[config.mk]
export PLATFORM = sky130hd
export DESIGN_NAME = hall_speed_meter
export DESIGN_NICKNAME = d
export VERILOG_FILES = /design/src/rtl/hall_speed_meter.sv
export SDC_FILE = /design/constraint.sdc
export NUM_CORES = 1
export LEC_CHECK = 0
export CORE_ASPECT_RATIO = 0.8
export CORE_UTILIZATION = 24
export DETAILED_ROUTE_END_ITERATION = 10
export GPL_TIMING_DRIVEN = 1
export PLACE_DENSITY = 0.38
export SYNTH_ARGS = -nofsm -noshare
export SYNTH_HDL_FRONTEND = slang
export SYNTH_SLANG_ARGS = --single-unit
[constraint.sdc]
create_clock -name clock -period 5.5 [get_ports clock]
set_input_delay 1.1 -clock clock [delete_from_list [all_inputs] [get_ports clock]]
set_output_delay 1.1 -clock clock [all_outputs]
set_load 0.01 [all_outputs]
[src/rtl/hall_speed_meter.sv]
// hall_speed_meter: per-wheel 3-phase hall commutation decoder measuring direction,
// signed position, commutation period, stall and error count behind an Avalon-MM slave.
module hall_speed_meter #(
  parameter int unsigned CLOCK_SPEED_HZ   = 50_000_000,
  parameter int unsigned NUMBER_OF_WHEELS = 1,
  parameter int unsigned TICK_DIV         = 50,
  parameter int unsigned PERIOD_WIDTH     = 24,
  parameter int unsigned TIMEOUT_TICKS    = 1_000_000,
  parameter int unsigned DEBOUNCE_CYCLES  = 16
) (
  input  logic                          clock,
  input  logic                          reset_n,
  input  logic [3*NUMBER_OF_WHEELS-1:0] hall,
  input  logic [15:0]                   address,
  input  logic                          read,
  input  logic                          write,
  input  logic [31:0]                   writedata,
  output logic [31:0]                   readdata,
  output logic                          waitrequest,
  output logic [NUMBER_OF_WHEELS-1:0]   stall
);

  localparam int unsigned NW  = NUMBER_OF_WHEELS;
  localparam int unsigned HW  = 3 * NUMBER_OF_WHEELS;
  localparam int unsigned DCW = $clog2(DEBOUNCE_CYCLES + 1);
  localparam int unsigned PSW = (TICK_DIV > 1) ? $clog2(TICK_DIV) : 1;
  localparam int unsigned PRW = PERIOD_WIDTH;
  localparam logic [PRW-1:0] TIMEOUT = PRW'(TIMEOUT_TICKS);

  localparam logic [7:0] REG_PERIOD   = 8'h00;
  localparam logic [7:0] REG_STATE    = 8'h01;
  localparam logic [7:0] REG_DIR      = 8'h02;
  localparam logic [7:0] REG_POSITION = 8'h03;
  localparam logic [7:0] REG_ERR      = 8'h04;
  localparam logic [7:0] REG_STALL    = 8'h05;
  localparam logic [31:0] RD_INVALID  = 32'hDEAD_BEEF;

  // Elaboration-time parameter sanity
  if (TICK_DIV == 0 || CLOCK_SPEED_HZ < TICK_DIV) begin : g_bad_tick
    $error("hall_speed_meter: TICK_DIV must be within 1..CLOCK_SPEED_HZ");
  end
  if (NUMBER_OF_WHEELS < 1 || NUMBER_OF_WHEELS > 255) begin : g_bad_wheels
    $error("hall_speed_meter: NUMBER_OF_WHEELS must be within 1..255");
  end
  if (PERIOD_WIDTH < 32 && TIMEOUT_TICKS >= (64'd1 << PERIOD_WIDTH)) begin : g_bad_timeout
    $error("hall_speed_meter: TIMEOUT_TICKS must fit in PERIOD_WIDTH");
  end

  logic [HW-1:0]   sync1_q, sync1_d, sync2_q, sync2_d, deb_q, deb_d;
  logic [DCW-1:0]  dcnt_q [HW];
  logic [DCW-1:0]  dcnt_d [HW];
  logic [PSW-1:0]  presc_q, presc_d;
  logic            tick_c;

  logic [2:0]      acc_q  [NW];
  logic [2:0]      acc_d  [NW];
  logic [1:0]      dir_q  [NW];
  logic [1:0]      dir_d  [NW];
  logic [31:0]     pos_q  [NW];
  logic [31:0]     pos_d  [NW];
  logic [31:0]     err_q  [NW];
  logic [31:0]     err_d  [NW];
  logic [PRW-1:0]  cnt_q  [NW];
  logic [PRW-1:0]  cnt_d  [NW];
  logic [PRW-1:0]  per_q  [NW];
  logic [PRW-1:0]  per_d  [NW];
  logic [NW-1:0]   stall_q, stall_d, bad_q, bad_d;

  logic            rd_phase_q, rd_phase_d;
  logic [31:0]     rdata_q, rdata_d, rd_mux_c;

  function automatic logic [2:0] fwd_of(input logic [2:0] s);
    case (s)
      3'd1:    fwd_of = 3'd3;
      3'd3:    fwd_of = 3'd2;
      3'd2:    fwd_of = 3'd6;
      3'd6:    fwd_of = 3'd4;
      3'd4:    fwd_of = 3'd5;
      3'd5:    fwd_of = 3'd1;
      default: fwd_of = 3'd0;
    endcase
  endfunction

  function automatic logic [2:0] rev_of(input logic [2:0] s);
    case (s)
      3'd3:    rev_of = 3'd1;
      3'd2:    rev_of = 3'd3;
      3'd6:    rev_of = 3'd2;
      3'd4:    rev_of = 3'd6;
      3'd5:    rev_of = 3'd4;
      3'd1:    rev_of = 3'd5;
      default: rev_of = 3'd0;
    endcase
  endfunction

  // Synchronizer, per-bit debounce and the shared tick prescaler
  always_comb begin
    sync1_d = hall;
    sync2_d = sync1_q;
    deb_d   = deb_q;
    for (int i = 0; i < int'(HW); i++) begin
      dcnt_d[i] = '0;
      if (sync2_q[i] != deb_q[i]) begin
        if (dcnt_q[i] == DCW'(DEBOUNCE_CYCLES - 1)) begin
          deb_d[i] = sync2_q[i];
        end else begin
          dcnt_d[i] = dcnt_q[i] + DCW'(1);
        end
      end
    end
    tick_c  = (presc_q == PSW'(TICK_DIV - 1));
    presc_d = tick_c ? '0 : presc_q + PSW'(1);
  end

  // Per-wheel commutation decode, period/stall timing and register writes
  always_comb begin
    logic [2:0]     st_c;
    logic           fwd_c;
    logic           rev_c;
    logic [PRW-1:0] cnt_inc_c;
    st_c      = '0;
    fwd_c     = 1'b0;
    rev_c     = 1'b0;
    cnt_inc_c = '0;
    stall_d   = stall_q;
    bad_d     = '0;
    for (int w = 0; w < int'(NW); w++) begin
      acc_d[w]  = acc_q[w];
      dir_d[w]  = dir_q[w];
      pos_d[w]  = pos_q[w];
      err_d[w]  = err_q[w];
      per_d[w]  = per_q[w];
      st_c      = deb_q[3*w +: 3];
      fwd_c     = 1'b0;
      rev_c     = 1'b0;
      cnt_inc_c = (tick_c && cnt_q[w] != TIMEOUT) ? cnt_q[w] + PRW'(1) : cnt_q[w];
      cnt_d[w]  = cnt_inc_c;

      if (st_c != acc_q[w]) begin
        if (st_c == 3'd0 || st_c == 3'd7) begin
          // Count an illegal code once per occurrence, not once per clock it is held
          bad_d[w] = 1'b1;
          if (!bad_q[w] && err_q[w] != '1) err_d[w] = err_q[w] + 32'd1;
        end else if (acc_q[w] == 3'd0) begin
          acc_d[w] = st_c;
        end else if (st_c == fwd_of(acc_q[w])) begin
          fwd_c = 1'b1;
        end else if (st_c == rev_of(acc_q[w])) begin
          rev_c = 1'b1;
        end else begin
          if (err_q[w] != '1) err_d[w] = err_q[w] + 32'd1;
          acc_d[w] = st_c;
          cnt_d[w] = '0;
        end
      end

      if (fwd_c || rev_c) begin
        acc_d[w] = st_c;
        dir_d[w] = fwd_c ? 2'b01 : 2'b11;
        pos_d[w] = fwd_c ? pos_q[w] + 32'd1 : pos_q[w] - 32'd1;
        if (!stall_q[w]) per_d[w] = cnt_inc_c;
        stall_d[w] = 1'b0;
        cnt_d[w]   = '0;
      end else if (cnt_q[w] == TIMEOUT) begin
        stall_d[w] = 1'b1;
        per_d[w]   = '0;
      end

      if (write && address[7:0] == 8'(w)) begin
        if (address[15:8] == REG_POSITION) pos_d[w] = writedata;
        if (address[15:8] == REG_ERR)      err_d[w] = '0;
      end
    end
  end

  // Read mux; the wheel loop leaves the invalid marker for out-of-range wheels
  always_comb begin
    rd_mux_c = RD_INVALID;
    for (int w = 0; w < int'(NW); w++) begin
      if (address[7:0] == 8'(w)) begin
        case (address[15:8])
          REG_PERIOD:   rd_mux_c = 32'(per_q[w]);
          REG_STATE:    rd_mux_c = {29'd0, acc_q[w]};
          REG_DIR:      rd_mux_c = {{30{dir_q[w][1]}}, dir_q[w]};
          REG_POSITION: rd_mux_c = pos_q[w];
          REG_ERR:      rd_mux_c = err_q[w];
          REG_STALL:    rd_mux_c = {31'd0, stall_q[w]};
          default:      rd_mux_c = RD_INVALID;
        endcase
      end
    end
  end

  // One wait state per read: capture in phase 0, present in phase 1
  always_comb begin
    rd_phase_d = read && !rd_phase_q;
    rdata_d    = rdata_q;
    if (read && !rd_phase_q) rdata_d = rd_mux_c;
  end

  assign waitrequest = read && !rd_phase_q;
  assign readdata    = rdata_q;
  assign stall       = stall_q;

  always_ff @(posedge clock or negedge reset_n) begin
    if (!reset_n) begin
      sync1_q    <= '0;
      sync2_q    <= '0;
      deb_q      <= '0;
      presc_q    <= '0;
      stall_q    <= '1;
      bad_q      <= '0;
      rd_phase_q <= 1'b0;
      rdata_q    <= '0;
      for (int i = 0; i < int'(HW); i++) dcnt_q[i] <= '0;
      for (int w = 0; w < int'(NW); w++) begin
        acc_q[w] <= '0;
        dir_q[w] <= '0;
        pos_q[w] <= '0;
        err_q[w] <= '0;
        cnt_q[w] <= '0;
        per_q[w] <= '0;
      end
    end else begin
      sync1_q    <= sync1_d;
      sync2_q    <= sync2_d;
      deb_q      <= deb_d;
      dcnt_q     <= dcnt_d;
      presc_q    <= presc_d;
      stall_q    <= stall_d;
      bad_q      <= bad_d;
      rd_phase_q <= rd_phase_d;
      rdata_q    <= rdata_d;
      acc_q      <= acc_d;
      dir_q      <= dir_d;
      pos_q      <= pos_d;
      err_q      <= err_d;
      cnt_q      <= cnt_d;
      per_q      <= per_d;
    end
  end

endmodule

==> reports/metrics.cfg <==
[cts]
clock_path_buffers = 2
cts_root_buffer = clkbuf_16
hold_buffers = 0
htreeDepth = 4
clkLatencyLatePin_ns = 0.45
cts.sinks = 182
cts-resized-gates = 0
cts_setup_buffers = 0
clk_pin_slew_worst_paths_ns = 0.08
cts_tree = built
cts_buffers = 17

[global_route]
busiest_layer = met1
grt_max_degree = 93
use_met2_pct = 21.8
grt_overflow = 0
use_met1_pct = 22.6
grtUsageTotal_pct = 14.9
use_met3_pct = 3.02
grt_pass1_vias = 8158
antenna_found_initial = 0
grt_pass1_wl_um = 48800

[logic_synthesis]
synth_cells = 1111
ys_seq_area_share_pct = 45.6
yosysTopAreaCell = dfrtp_1
async_flop_share_pct = 100
synth_area_um2 = 10000
ys_warn_count = 0
ys_ff_latch = 182
synth_area_leaders = dfrtp_1 (45%), nor2_1 (6.5%), xor2_1 (5.3%)
syn_nets = 1206
synth_cell_type_count = 68
yosys.area.top_type_share_pct = 45.3
avgSynthCellArea_um2 = 9.00
synth_edf_count = 0
dominantRegCellSynth = dfrtp_1

[critical_path]
crit_type = register to register
crit_start = acc_q[2]$_DFFE_PN0P_
worst_ep_arrival_time_ns = 5.31
end_kind = register
timing.critical_path.from_type = register
crit_path_max_fanout = 20
r2r_start = acc_q[2]$_DFFE_PN0P_
cp.required_ns = 5.82

[pwr]
power_switching_mw = 0.979
power_frac_comb_pct = 14.9
p_leak_nw = 4.91
switching_share_pct = 29.2
vdd_drop_max_uv = 223
p_int_mw = 2.38
p_clk_share_pct = 38.9
pwr-share-seq_pct = 46.2
power_density_nw_per_um2 = 277

[sta]
fin_crit_sh_pct = 90.6
max-slew-margin-rel_pct = 21.5
hold_viol = 0
finalSetupTns_ns = 0
tightest_slew_ns = 1.17
skew_ns = 0.0173
max_freq_mhz = 201
report.final.slew_viol_count = 0
setup_viol = 0
period_needed_ns = 4.98
rsz0062_at_grt = no

[floorplan]
dieHeight_um = 185
start_util_pct = 24.5
fp.dieW_um = 230
core_region_area_um2 = 40900
rows = 66
die-area_um2 = 42500
io_pins = 89

[final_layout]
drive_gt1_share_pct = 5.77
final_cell_mix = dfrtp_1 (181), nor2_1 (174), nand2_1 (108), a21oi_1 (103), clkdlybuf4s50_1 (87)
post-route-util_pct = 29.7
multi_input_area_um2 = 5180
final_common_cell = dfrtp_1
antenna_cells = 0
nFillCells = 4344
area_delta_synth_final_pct = 21.3
regArea_um2 = 4560
stdcell_area_um2 = 12100
nNetsFinal = 1278

[outcome]
outcome = finished clean

[placement]
io_buffers = 88
dp_hpwl_um = 21800
place.gp.congestion = 0.796
post_dp_cell_area_um2 = 11500

[detailed_routing]
ant_nets = 0
drc = 0
wire_per_inst_um = 17.5
drt_iter0_drc = 586
totalWireLength_um = 30500
viasPerCell = 4.74
first_pass_iters = 5
vias = 8242

[hold_path]
hold_path_class = register to register
hp-start = sync1_q[0]$_DFF_PN0_

[run]
max_cap_violations = 0

==> cell type report <==
| type | count | area share (%) |
|---|---|---|
| Clock buffer | 20 | 3.77 |
| Clock inverter | 12 | 1.26 |
| Inverter | 22 | 0.681 |
| Multi-Input combinational cell | 855 | 42.7 |
| Sequential cell | 182 | 37.6 |
| Tap cell | 544 | 5.61 |
| Timing Repair Buffer | 105 | 8.45 |
==> cells in the mapped netlist (all sizes together) (3+ instances only) <==
master,number
buf,13
ha,39
mux2i,7
nand4,15
a221o,7
a31oi,19
clkbuf,39
and2,9
nand2,108
a21oi,104
xor2,61
nand2b,8
nor4b,6
or3,11
inv,21
dfrtp,181
o21ai,64
and3,25
and4,5
a211oi,8
a211o,4
o22ai,6
nor2,177
xnor2,27
a21o,11
nor3,12
nand3,33
o21bai,5
o22a,3
a22oi,21
nor2b,10
or2,3
o21a,8
nor4,4
o211ai,3
a221oi,6
==> through the flow <==
step                      cells  hold WS, ns  power, mW  setup slack [ns]
final                      1740        0.354       3.36             0.518
after CTS                  1740        0.359       3.40             0.535
after global routing       1740        0.365       3.54             0.141
after detailed placement   1708        0.347       2.07             0.538
after global placement     1708        0.337       2.08             0.577
after floorplan            1111        0.331       1.88             0.999
==> cell families (layout without fill, tap and decap cells) <==
kind of cell	Yosys count	count (layout)	synth area share (%)
xor gates and xnor gates	88	88	7.71
DFF	182	182	45.6
muxes	8	8	0.813
and+or+nand+nor	433	433	20.2
adders and majority gates	42	42	5.28
buffers and inverters	74	159	2.99
AOI/OAI and AO/OA	284	284	17.5
==> per-layer routing <==
metal	routed length, um	vias up	part of all wire (%)
met2	12900	163	42
met3	1190	13	3.9
met1	16100	4013	53
met5	0	-	0
li1	-	4053	-
met4	217	0	0.71
==> power groups by stage <==
stage / combinational, mW / sequential [mW] / clock [mW]
detailed placement: 0.500 / 1.57 / 0
global placement: 0.502 / 1.57 / 0
finish: 0.500 / 1.55 / 1.30
floorplan: 0.339 / 1.54 / 0
CTS: 0.503 / 1.55 / 1.35
global route: 0.568 / 1.57 / 1.41
==> path summary, 6_finish.rpt <==
kind,cells after the start,to,slack [ns]
min in group asynchronous,1,per_q[7]$_DFFE_PN0P_,0.74
worst max register to register,15,pos_q[31]$_DFF_PN0_,0.52
worst max-delay path,15,pos_q[31]$_DFF_PN0_,0.52
worst min register to register,0,sync2_q[0]$_DFF_PN0_,0.35
worst min-delay path,0,sync2_q[0]$_DFF_PN0_,0.35
max in group asynchronous,2,readdata[24]$_DFFE_PN0P_,3.77
==> sequential cells by signal, summed over array words and instances (netlist names) <==
signal and flops:
dcnt_q 15, pos_q 32, stall 1, err_q 32
readdata 32, dir_q 2, cnt_q 24, rd_phase_q 1
acc_q 3, sync2_q 3, per_q 24, bad_q 1
presc_q 6, deb_q 3, sync1_q 3
==> worst max-delay path, cell delays in order, from the launching register on <==
cell and delay [ns]:
dfrtp_1 0.57, nor2b_1 0.13, and3_1 0.21, and2_1 0.19
a211oi_4 0.97, ha_1 0.44, a21o_1 0.17, a21oi_1 0.18
a21oi_1 0.17, o2111ai_1 0.50, a31oi_1 0.28, a211o_1 0.34
a21oi_1 0.23, mux2i_1 0.24, xor2_1 0.16, a21oi_1 0.08
Note: power is estimated with default switching activity, not from simulation.
